<file path="src/rtl/mem_stage_pkg.sv">
// Shared state type and default parameters for the memory stage and its SRAM controller.
package mem_stage_pkg;

    typedef enum logic [1:0] {
        IDLE = 2'd0,
        LO   = 2'd1,
        HI   = 2'd2,
        DONE = 2'd3
    } state_e;

    localparam int ADDR_BASE_DEF = 1024;
    localparam int SRAM_WAIT_DEF = 4;
    localparam int SRAM_AW_DEF   = 18;
    localparam int SRAM_DW       = 16;

endpackage

</file>
<file path="src/rtl/sram_ctrl.sv">
// Two-phase half-word SRAM sequencer: FSM, per-phase wait counter, strobes and read capture.
module sram_ctrl
    import mem_stage_pkg::*;
#(
    parameter int SRAM_WAIT = SRAM_WAIT_DEF,
    parameter int SRAM_AW   = SRAM_AW_DEF
) (
    input  logic               clk,
    input  logic               rst,
    input  logic               start_i,
    input  logic               rd_i,
    input  logic               wr_i,
    input  logic [SRAM_AW-2:0] wa_i,
    input  logic [31:0]        wdata_i,
    input  logic [SRAM_DW-1:0] rdata_i,
    output state_e             state_o,
    output logic [SRAM_AW-1:0] addr_o,
    output logic [SRAM_DW-1:0] wdata_o,
    output logic               we_n_o,
    output logic               oe_n_o,
    output logic [31:0]        data_o
);

    localparam int            CW       = $clog2(SRAM_WAIT);
    localparam logic [CW-1:0] CNT_LAST = CW'(SRAM_WAIT - 1);

    state_e        state_q, state_d;
    logic [CW-1:0] cnt_q, cnt_d;
    logic [31:0]   data_q, data_d;
    logic          in_phase;
    logic          last;
    logic          is_hi;

    assign in_phase = (state_q == LO) || (state_q == HI);
    assign is_hi    = (state_q == HI);
    assign last     = (cnt_q == CNT_LAST);

    // NOTE: every output of this block gets a default first so no path leaves it unassigned (no latch).
    always_comb begin
        state_d = state_q;
        cnt_d   = '0;
        data_d  = data_q;
        addr_o  = '0;
        wdata_o = '0;
        we_n_o  = 1'b1;
        oe_n_o  = 1'b1;

        if (in_phase) begin
            cnt_d  = last ? '0 : cnt_q + 1'b1;
            addr_o = {wa_i, is_hi};
            // Write wins when both enables are set; the last cycle of each phase is the hold cycle.
            if (wr_i) begin
                wdata_o = is_hi ? wdata_i[31:16] : wdata_i[15:0];
                we_n_o  = last;
            end else if (rd_i) begin
                oe_n_o = 1'b0;
                if (last) begin
                    if (is_hi) data_d[31:16] = rdata_i;
                    else       data_d[15:0]  = rdata_i;
                end
            end
        end

        case (state_q)
            IDLE:    if (start_i) state_d = LO;
            LO:      if (last) state_d = HI;
            HI:      if (last) state_d = DONE;
            DONE:    state_d = IDLE;
            default: state_d = IDLE;
        endcase
    end

    // NOTE: state registers use non-blocking assignment so all flops update together on the edge.
    always_ff @(posedge clk) begin
        if (rst) begin
            state_q <= IDLE;
            cnt_q   <= '0;
            data_q  <= '0;
        end else begin
            state_q <= state_d;
            cnt_q   <= cnt_d;
            data_q  <= data_d;
        end
    end

    assign state_o = state_q;
    assign data_o  = data_q;

endmodule

</file>
<file path="src/rtl/mem_stage.sv">
// ARM pipeline memory stage: pass-through to WB, address translation, SRAM access and stall.
// Define MEM_READ_HIT_BUF_EN to add a one-entry read buffer that answers repeat reads with no stall.
module mem_stage
    import mem_stage_pkg::*;
#(
    parameter int ADDR_BASE = ADDR_BASE_DEF,
    parameter int SRAM_WAIT = SRAM_WAIT_DEF,
    parameter int SRAM_AW   = SRAM_AW_DEF
) (
    input  logic               clk,
    input  logic               rst,
    input  logic               wb_en_in,
    input  logic               mem_read_en_in,
    input  logic               mem_write_en_in,
    input  logic [31:0]        alu_res_in,
    input  logic [31:0]        val_Rm,
    input  logic [3:0]         dest_in,
    output logic               wb_en,
    output logic               mem_read_en,
    output logic [31:0]        alu_res,
    output logic [3:0]         dest,
    output logic [31:0]        mem_data,
    output logic               ready,
    output logic [SRAM_AW-1:0] sram_addr,
    output logic [SRAM_DW-1:0] sram_wdata,
    input  logic [SRAM_DW-1:0] sram_rdata,
    output logic               sram_we_n,
    output logic               sram_oe_n
);

    logic [SRAM_AW-2:0] wa;
    logic               mem_req;
    logic               hit;
    logic               start;
    state_e             state;
    logic [31:0]        data_reg;

    // Truncation to SRAM_AW-1 bits makes out-of-range addresses wrap.
    assign wa      = (SRAM_AW-1)'((alu_res_in - 32'(ADDR_BASE)) >> 2);
    assign mem_req = mem_read_en_in | mem_write_en_in;
    assign start   = (state == IDLE) && mem_req && !hit;
    assign ready   = ((state == IDLE) && !mem_req) || (state == DONE) || hit;

    assign wb_en       = wb_en_in & ready;
    assign mem_read_en = mem_read_en_in;
    assign alu_res     = alu_res_in;
    assign dest        = dest_in;

    sram_ctrl #(
        .SRAM_WAIT(SRAM_WAIT),
        .SRAM_AW  (SRAM_AW)
    ) u_sram_ctrl (
        .clk    (clk),
        .rst    (rst),
        .start_i(start),
        .rd_i   (mem_read_en_in),
        .wr_i   (mem_write_en_in),
        .wa_i   (wa),
        .wdata_i(val_Rm),
        .rdata_i(sram_rdata),
        .state_o(state),
        .addr_o (sram_addr),
        .wdata_o(sram_wdata),
        .we_n_o (sram_we_n),
        .oe_n_o (sram_oe_n),
        .data_o (data_reg)
    );

`ifdef MEM_READ_HIT_BUF_EN
    logic               rd_only;
    logic               buf_valid_q, buf_valid_d;
    logic [SRAM_AW-2:0] buf_tag_q, buf_tag_d;
    logic [31:0]        buf_data_q, buf_data_d;

    assign rd_only = mem_read_en_in & ~mem_write_en_in;
    assign hit     = (state == IDLE) && rd_only && buf_valid_q && (buf_tag_q == wa);

    always_comb begin
        buf_valid_d = buf_valid_q;
        buf_tag_d   = buf_tag_q;
        buf_data_d  = buf_data_q;
        // data_reg already holds the full word by the DONE cycle of a read.
        if ((state == DONE) && rd_only) begin
            buf_valid_d = 1'b1;
            buf_tag_d   = wa;
            buf_data_d  = data_reg;
        end else if ((state != IDLE) && mem_write_en_in && (buf_tag_q == wa)) begin
            buf_valid_d = 1'b0;
        end
    end

    always_ff @(posedge clk) begin
        if (rst) begin
            buf_valid_q <= 1'b0;
            buf_tag_q   <= '0;
            buf_data_q  <= '0;
        end else begin
            buf_valid_q <= buf_valid_d;
            buf_tag_q   <= buf_tag_d;
            buf_data_q  <= buf_data_d;
        end
    end

    assign mem_data = hit ? buf_data_q : data_reg;
`else
    assign hit      = 1'b0;
    assign mem_data = data_reg;
`endif

endmodule

</file>
<file path="config.mk">
export PLATFORM = sky130hd
export DESIGN_NAME = mem_stage
export DESIGN_NICKNAME = d
export VERILOG_FILES = /design/src/rtl/mem_stage_pkg.sv /design/src/rtl/sram_ctrl.sv /design/src/rtl/mem_stage.sv
export SDC_FILE = /design/constraint.sdc
export NUM_CORES = 1
export LEC_CHECK = 0
export CAP_MARGIN = 15
export CORE_UTILIZATION = 33
export CTS_BUF_LIST = sky130_fd_sc_hd__clkbuf_8
export DETAILED_ROUTE_END_ITERATION = 12
export PLACE_DENSITY = 0.82
export SLEW_MARGIN = 0
export SYNTH_ARGS = -nofsm -noshare
export SYNTH_HDL_FRONTEND = slang
export SYNTH_SLANG_ARGS = --single-unit
</file>
<file path="constraint.sdc">
create_clock -name clk -period 2.54 [get_ports clk]
set_clock_uncertainty 0.15 [all_clocks]
set_input_delay 0.254 -clock clk [delete_from_list [all_inputs] [get_ports clk]]
set_output_delay 0.254 -clock clk [all_outputs]
set_load 0.005 [all_outputs]
</file>
==> results of run 1 <==
## cell families after synthesis
family / count (synthesis) / synth area share, %
buffers and inverters: 58 / 15.3
adder cells (fa/ha/maj): 6 / 3.18
AND/OR/NAND/NOR: 102 / 25.8
XOR/XNOR: 1 / 0.371
multiplexers: 34 / 14.4
AO/OA/AOI/OAI: 44 / 10.3
flip-flops: 36 / 30.6
## registers in the layout, summed over array words and instances (netlist names)
register             count
u_sram_ctrl.state_o      2
u_sram_ctrl.cnt_q        2
u_sram_ctrl.data_o      32
## what timing repair did
item,in CTS,in global routing
endpoints found under the setup margin,7,3
gates resized for setup,12,2
hold buffers,0,0
## worst max-delay path by stage
stage	slack, ns	endpoint	depth (start not counted)
2_1_floorplan	0.58	u_sram_ctrl.data_o[19]	6
3_3_place_gp	-0.22	sram_addr[17]	5
3_5_place_dp	-0.26	sram_addr[15]	7
4_1_cts	0.03	sram_addr[15]	7
5_1_grt	0.009	sram_addr[17]	5
6_report	0.05	sram_addr[17]	5
## Yosys cell counts (2+ instances only)
library cell / count
buf_4: 38
nand2b_1: 38
dfxtp_1: 36
mux2i_1: 34
o21ai_0: 34
nor2_1: 19
nor2b_1: 19
clkbuf_1: 14
and2_1: 10
ha_1: 6
inv_1: 5
a21boi_0: 4
or2_2: 3
nand2_1: 2
o31ai_1: 2
or4_1: 2
## stage by stage
step	utilization, %	hold WS [ns]	TNS [ns]
after detailed placement	56.4	0.279	-0.918
final	57.9	0.284	0
after global placement	56.4	0.266	-0.777
after global routing	57.9	0.316	0
after CTS	57.7	0.289	0
after floorplan	-	0.257	0
## routing by layer
layer	vias to the layer above	global-route usage, %	wire [um]
met1	1018	19.2	2600
met5	-	0	0
met2	98	31.7	3260
met3	8	6.00	561
met4	0	3.33	36
li1	1152	-	-
## area by class of cell
cell class / instances / area [um2] / area share, %
Timing Repair Buffer: 174 / 1700 / 43.1
Clock inverter: 3 / 18.8 / 0.474
Multi-Input combinational cell: 187 / 1300 / 32.9
Tap cell: 96 / 120 / 3.04
Sequential cell: 36 / 723 / 18.3
Clock buffer: 5 / 68.8 / 1.74
Inverter: 5 / 18.8 / 0.474
## power by group
group	switching [mW]	leakage, nW	total, mW	internal [mW]
clock	0.205	0.0479	0.396	0.191
sequential	0.0189	0.291	0.609	0.590
combinational	0.445	1.12	1.16	0.713
## layout by cell type (no fill, tap or decap), types with 2 or more instances in the layout
cell type / n
a21boi_0: 3
a21boi_1: 2
and2_1: 10
buf_4: 16
clkbuf_8: 5
clkdlybuf4s50_1: 151
clkinv_2: 2
dfxtp_1: 34
dfxtp_2: 2
dlygate4sd2_1: 6
ha_1: 4
inv_1: 5
mux2i_1: 34
nand2_1: 2
nand2b_1: 38
nor2_1: 18
nor2b_1: 19
o21ai_0: 34
o31ai_1: 2
or2_2: 3
or4_1: 2
==> metrics.yaml, run 1 <==
routing:
  ant_nets: 0
  drc: 0
  wl_per_cell_um: 12.8
  totalWireLength_um: 6460
  dr.first_iter.drc_count: 47
  via_count: 2276
  first_pass_iters: 4
  vias_per_cell: 4.50
power:
  total_power_mw: 2.16
  vdd_drop_max_mv: 0.343
  p_per_area_nw_per_um2: 547
  power.leakage_nw: 1.45
synthesis:
  yosysUniqueCellTypes: 31
  synth_ff_type: "dfxtp_1"
  syn-num-nets: 376
  netlist.area_leader.share_pct: 30.6
  async_flop_share_pct: 0
  syn_area_per_cell_um2: 8.39
  yosys-top-cells-area: "dfxtp_1 31%, mux2i_1 14%, buf_4 12%, nand2b_1 10%, o21ai_0 7.2%"
  ys_warn_count: 0
  ys_ff_latch: 36
  yosysTopAreaCell: "dfxtp_1"
  yosysSeqAreaShare_pct: 30.6
  synth_edf_count: 0
  synthCells: 281
  syn_area_um2: 2360
placed_design:
  place_area_um2: 3850
  dp_slack_ns: -0.255
  dp_hpwl_um: 5020
  port_buffers: 157
  dp_cells: 498
  place.gp.congestion: 0.745
global_route:
  grt_usage_pct: 17.2
  grt_pass1_vias: 2234
  grt-ovfl-total: 0
  grt_pass1_wl_um: 10400
  grt_max_degree: 54
  antenna_found_initial: 0
final_layout:
  fin_area_um2: 3960
  stdcell_count: 506
  drive_above_1_share_pct: 9.02
  insertedDiodeCount: 0
  syn2layout_area_growth_pct: 67.7
  fill_cells: 622
  fin_nets: 504
critical_path:
  crit-reg2reg-launch: "u_sram_ctrl.state_o[0]"
  cp.required_ns: 2.14
  critPathMaxFanout: 4
  path_cells: "clkdlybuf4s50_1 > or4_4 > or4_1 > a21boi_1 > dlygate4sd2_1"
  critPathCaptureType: "output pin"
  cpMaxStageDelayCell: "or4_4"
  reg2reg_slack_ns: 0.29
  cp_data_arrival_time_ns: 2.09
  cp-start-kind: "input pin"
  crit_start: "alu_res_in[14]"
  r2r_cells: 5
  r2r_end: "u_sram_ctrl.data_o[4]"
  slowest_delay_ns: 0.51
  cp.buffers_inverters: 2
  path_delay_family: "simple AND/OR/NAND/NOR gates"
  crit_type: "in -> out"
cts:
  cts_tree: "yes"
  cts.path.max_buffers: 2
  htreeDepth: 2
  cts.root.buffer_cell: "clkbuf_8"
  cts_setup_buffers: 0
  clock_sink_count: 36
  clk_latency_ns: 0.28
  cts.clk_slew.worst_paths_ns: 0.06
  numCtsBuffers: 5
sta:
  tightest_slew_ns: 0.576
  setup_violations: 0
  rsz0062_at_grt: "false"
  hold_viol: 0
  min_period_over_period_pct: 98.1
  setup_ws_ns: 0.0494
  clock.fmax_ghz: 0.402
  period_minus_slack_ns: 2.49
  drv_slew: 0
  slew_headroom_pct: 61.6
floorplanning:
  start_util_pct: 34.5
  dieWidth_um: 86.5
  ios: 196
  die_area_um2: 7490
  die-height_um: 86.5
  core-area_um2: 6830
  rows: 30
worst_hold_path:
  hp-start: "u_sram_ctrl.cnt_q[0]"
  hold_class: "reg -> reg"
  whs_path_depth: 1
  min_to: "u_sram_ctrl.cnt_q[0]"
flow_run:
  drv_cap: 0
run_status:
  outcome: "finished clean"
No activity file was read; power rests on OpenSTA's default activity.
==> run 2: changes to the inputs <==
--- a/config.mk
+++ b/config.mk
@@ -6,10 +6,10 @@
 export NUM_CORES = 1
 export LEC_CHECK = 0
 export CAP_MARGIN = 15
-export CORE_UTILIZATION = 33
+export CORE_UTILIZATION = 25
 export CTS_BUF_LIST = sky130_fd_sc_hd__clkbuf_8
 export DETAILED_ROUTE_END_ITERATION = 12
-export PLACE_DENSITY = 0.82
+export PLACE_DENSITY = 0.65
 export SLEW_MARGIN = 0
 export SYNTH_ARGS = -nofsm -noshare
 export SYNTH_HDL_FRONTEND = slang
==> run 2 against run 1 <==
Effect of this change: flip-flop and latch count unchanged; worst setup slack gained 0.041 ns; fmax grew 1.7%; largest power group unchanged; power is 2.9% higher; global-route usage down 3.8 points; clock power is 7.1% higher; wire length grew 3.3%; utilization is 14 points lower; largest cell class unchanged; critical endpoint is now sram_addr[16]; non-clock buffer count did not move.
==> metrics.yaml, run 2 (same netlist as run 1, synthesis figures left out) <==
run_status:
  outcome: "finished clean"
sta:
  setup_violations: 0  # unchanged
  fin_setup_tns_ns: 0  # unchanged
  min_period_over_period_pct: 96.4  # -1.6 points
  drv_slew: 0  # unchanged
  clock.fmax_ghz: 0.408  # +1.7%
  rsz0062_at_grt: "false"
  period_minus_slack_ns: 2.45  # -0.0414 ns
  slew_headroom_pct: 62.0  # +0.37 points
  tightest_slew_ns: 0.571  # -0.00549 ns
  hold_ws_ns: 0.282  # -0.00230 ns
  hold_viol: 0  # unchanged
cts:
  numCtsBuffers: 5  # unchanged
  cts.root.buffer_cell: "clkbuf_8"
  clk_latency_ns: 0.27  # about the same
  cts_tree: "yes"
  htreeDepth: 2  # unchanged
  cts.clk_slew.worst_paths_ns: 0.06  # about the same
  clock_sink_count: 36  # unchanged
  hold_buffers: 0  # unchanged
  cts.path.max_buffers: 2  # unchanged
  cts_setup_buffers: 0  # unchanged
global_route:
  grt_pass1_wl_um: 10900  # +4.4%
  grt-ovfl-total: 0  # unchanged
  grt_max_degree: 54  # unchanged
  grt_pass1_vias: 2314  # +3.6%
  grt_usage_pct: 13.4  # -3.8 points
  antenna_found_initial: 0  # unchanged
final_layout:
  largest_register_ffs: 32  # unchanged
  fill_cells: 929  # +49%
  fin_nets: 504  # unchanged
  insertedDiodeCount: 0  # unchanged
  syn2layout_area_growth_pct: 69.8
  final_cell_mix: "152 x clkdlybuf4s50_1, 38 x nand2b_1, 34 x mux2i_1, 34 x o21ai_0, 34 x dfxtp_1"
  drive_above_1_share_pct: 9.54  # +0.51 points
  stdcell_count: 520  # +2.8%
  area.sequential_um2: 723  # unchanged
  multi_input_area_um2: 1310  # +0.48%
  final_common_cell: "clkdlybuf4s50_1"
critical_path:
  cp_data_arrival_time_ns: 2.05  # -0.04 ns
  r2r_cells: 6  # +1
  cp-start-kind: "input pin"
  reg2reg_slack_ns: 0.50  # +0.21 ns
  cp.required_ns: 2.14  # about the same
  crit-reg2reg-launch: "u_sram_ctrl.state_o[0]"
  critPathMaxFanout: 4  # unchanged
  path_cells: "clkdlybuf4s50_1 > or4_4 > or3_2 > a21boi_1 > dlygate4sd2_1"
  slowest_delay_ns: 0.54  # +0.03 ns
  critPathCaptureType: "output pin"
  r2r_end: "u_sram_ctrl.data_o[0]"
  crit_type: "in -> out"
  cpMaxStageDelayCell: "or4_4"
worst_hold_path:
  min_to: "u_sram_ctrl.cnt_q[0]"
  hp-start: "u_sram_ctrl.cnt_q[0]"
  whs_path_depth: 1  # unchanged
  hold_class: "reg -> reg"
floorplanning:
  ios: 196  # unchanged
  rows: 35  # +17%
  die-height_um: 99.1  # +15%
  start_util_pct: 25.6  # -8.9 points
  dieWidth_um: 99.1  # +15%
  die_area_um2: 9830  # +31%
  core-area_um2: 9200  # +35%
routing:
  wl_per_cell_um: 12.8  # +0.52%
  vias_per_cell: 4.45  # -1.2%
  drc: 0  # unchanged
  first_pass_iters: 4  # unchanged
  totalWireLength_um: 6670  # +3.3%
  ant_nets: 0  # unchanged
  dr.first_iter.drc_count: 76  # +62%
  via_count: 2312  # +1.6%
power:
  vdd_drop_max_mv: 0.265  # -23%
  power.leakage_nw: 1.47  # +0.95%
  p_per_area_nw_per_um2: 556  # +1.6%
flow_run:
  drv_cap: 0  # unchanged
placed_design:
  dp_hpwl_um: 5160  # +2.8%
  port_buffers: 157  # unchanged
  place.gp.congestion: 0.732  # -1.8%
  dp_cells: 513  # +3.0%
run 2: changes by cell type in the layout (fill, tap and decap cells not counted), sizes merged:
| cell | previous run | this run |
|---|---|---|
| clkdlybuf4s50 | 151 | 152 |
| clkinv | 3 | 0 |
| clkbuf | 5 | 8 |
| dlygate4sd2 | 6 | 3 |
| dlymetal6s2s | 0 | 1 |
run 2: cell type report:
class,instances,share of cell area [%]
Tap cell,111,3.47
Clock buffer,7,2.41
Multi-Input combinational cell,187,32.7
Sequential cell,36,18.1
Inverter,5,0.469
Timing Repair Buffer,174,42.9
run 2: routing by layer:
| metal | wire [um] | track usage (%) |
|---|---|---|
| met1 | 2870 | 16.1 |
| met5 | 0 | 0 |
| met2 | 3280 | 23.7 |
| met4 | 119 | 4.30 |
| met3 | 408 | 3.16 |
run 2: where the power goes:
part	switching (mW)	total (mW)	internal, mW
clock network	0.183	0.424	0.241
logic	0.455	1.19	0.736
registers	0.0187	0.609	0.591
run 2: worst max-delay path, delay by kind of cell:
family / cells / cell delay, ns
compound gates: 1 / 0.15
simple gates: 2 / 0.95
buf+inv: 2 / 0.69
run 2: how the worst max path moves through the flow:
stage / start / endpoint / slack (ns) / cells past startpoint
floorplan: u_sram_ctrl.state_o[0] / u_sram_ctrl.data_o[19] / 0.58 / 6
global placement: alu_res_in[15] / sram_addr[17] / -0.25 / 5
detailed placement: alu_res_in[10] / sram_addr[15] / -0.26 / 7
CTS: u_sram_ctrl.state_o[1] / sram_wdata[2] / 0.009 / 6
global route: u_sram_ctrl.state_o[0] / sram_wdata[0] / 0.02 / 6
finish: alu_res_in[16] / sram_addr[16] / 0.09 / 5
run 2: metrics by stage:
step           worst slack (ns)  instance area [um2]  power [mW]  util [%]
2_1_floorplan             0.577                 2360        1.15         -
3_3_place_gp             -0.246                 3880        1.81      42.2
6_report                 0.0909                 4000        2.22      43.5
3_5_place_dp             -0.257                 3880        1.82      42.2
4_1_cts                 0.00929                 3990        2.25      43.4
5_1_grt                  0.0183                 4000        2.39      43.5
run 2: repair_timing:
item | in CTS | in global routing
resized for setup | 11 | 7
pin swaps | 1 | 2
endpoints found under the setup margin | 20 | 22
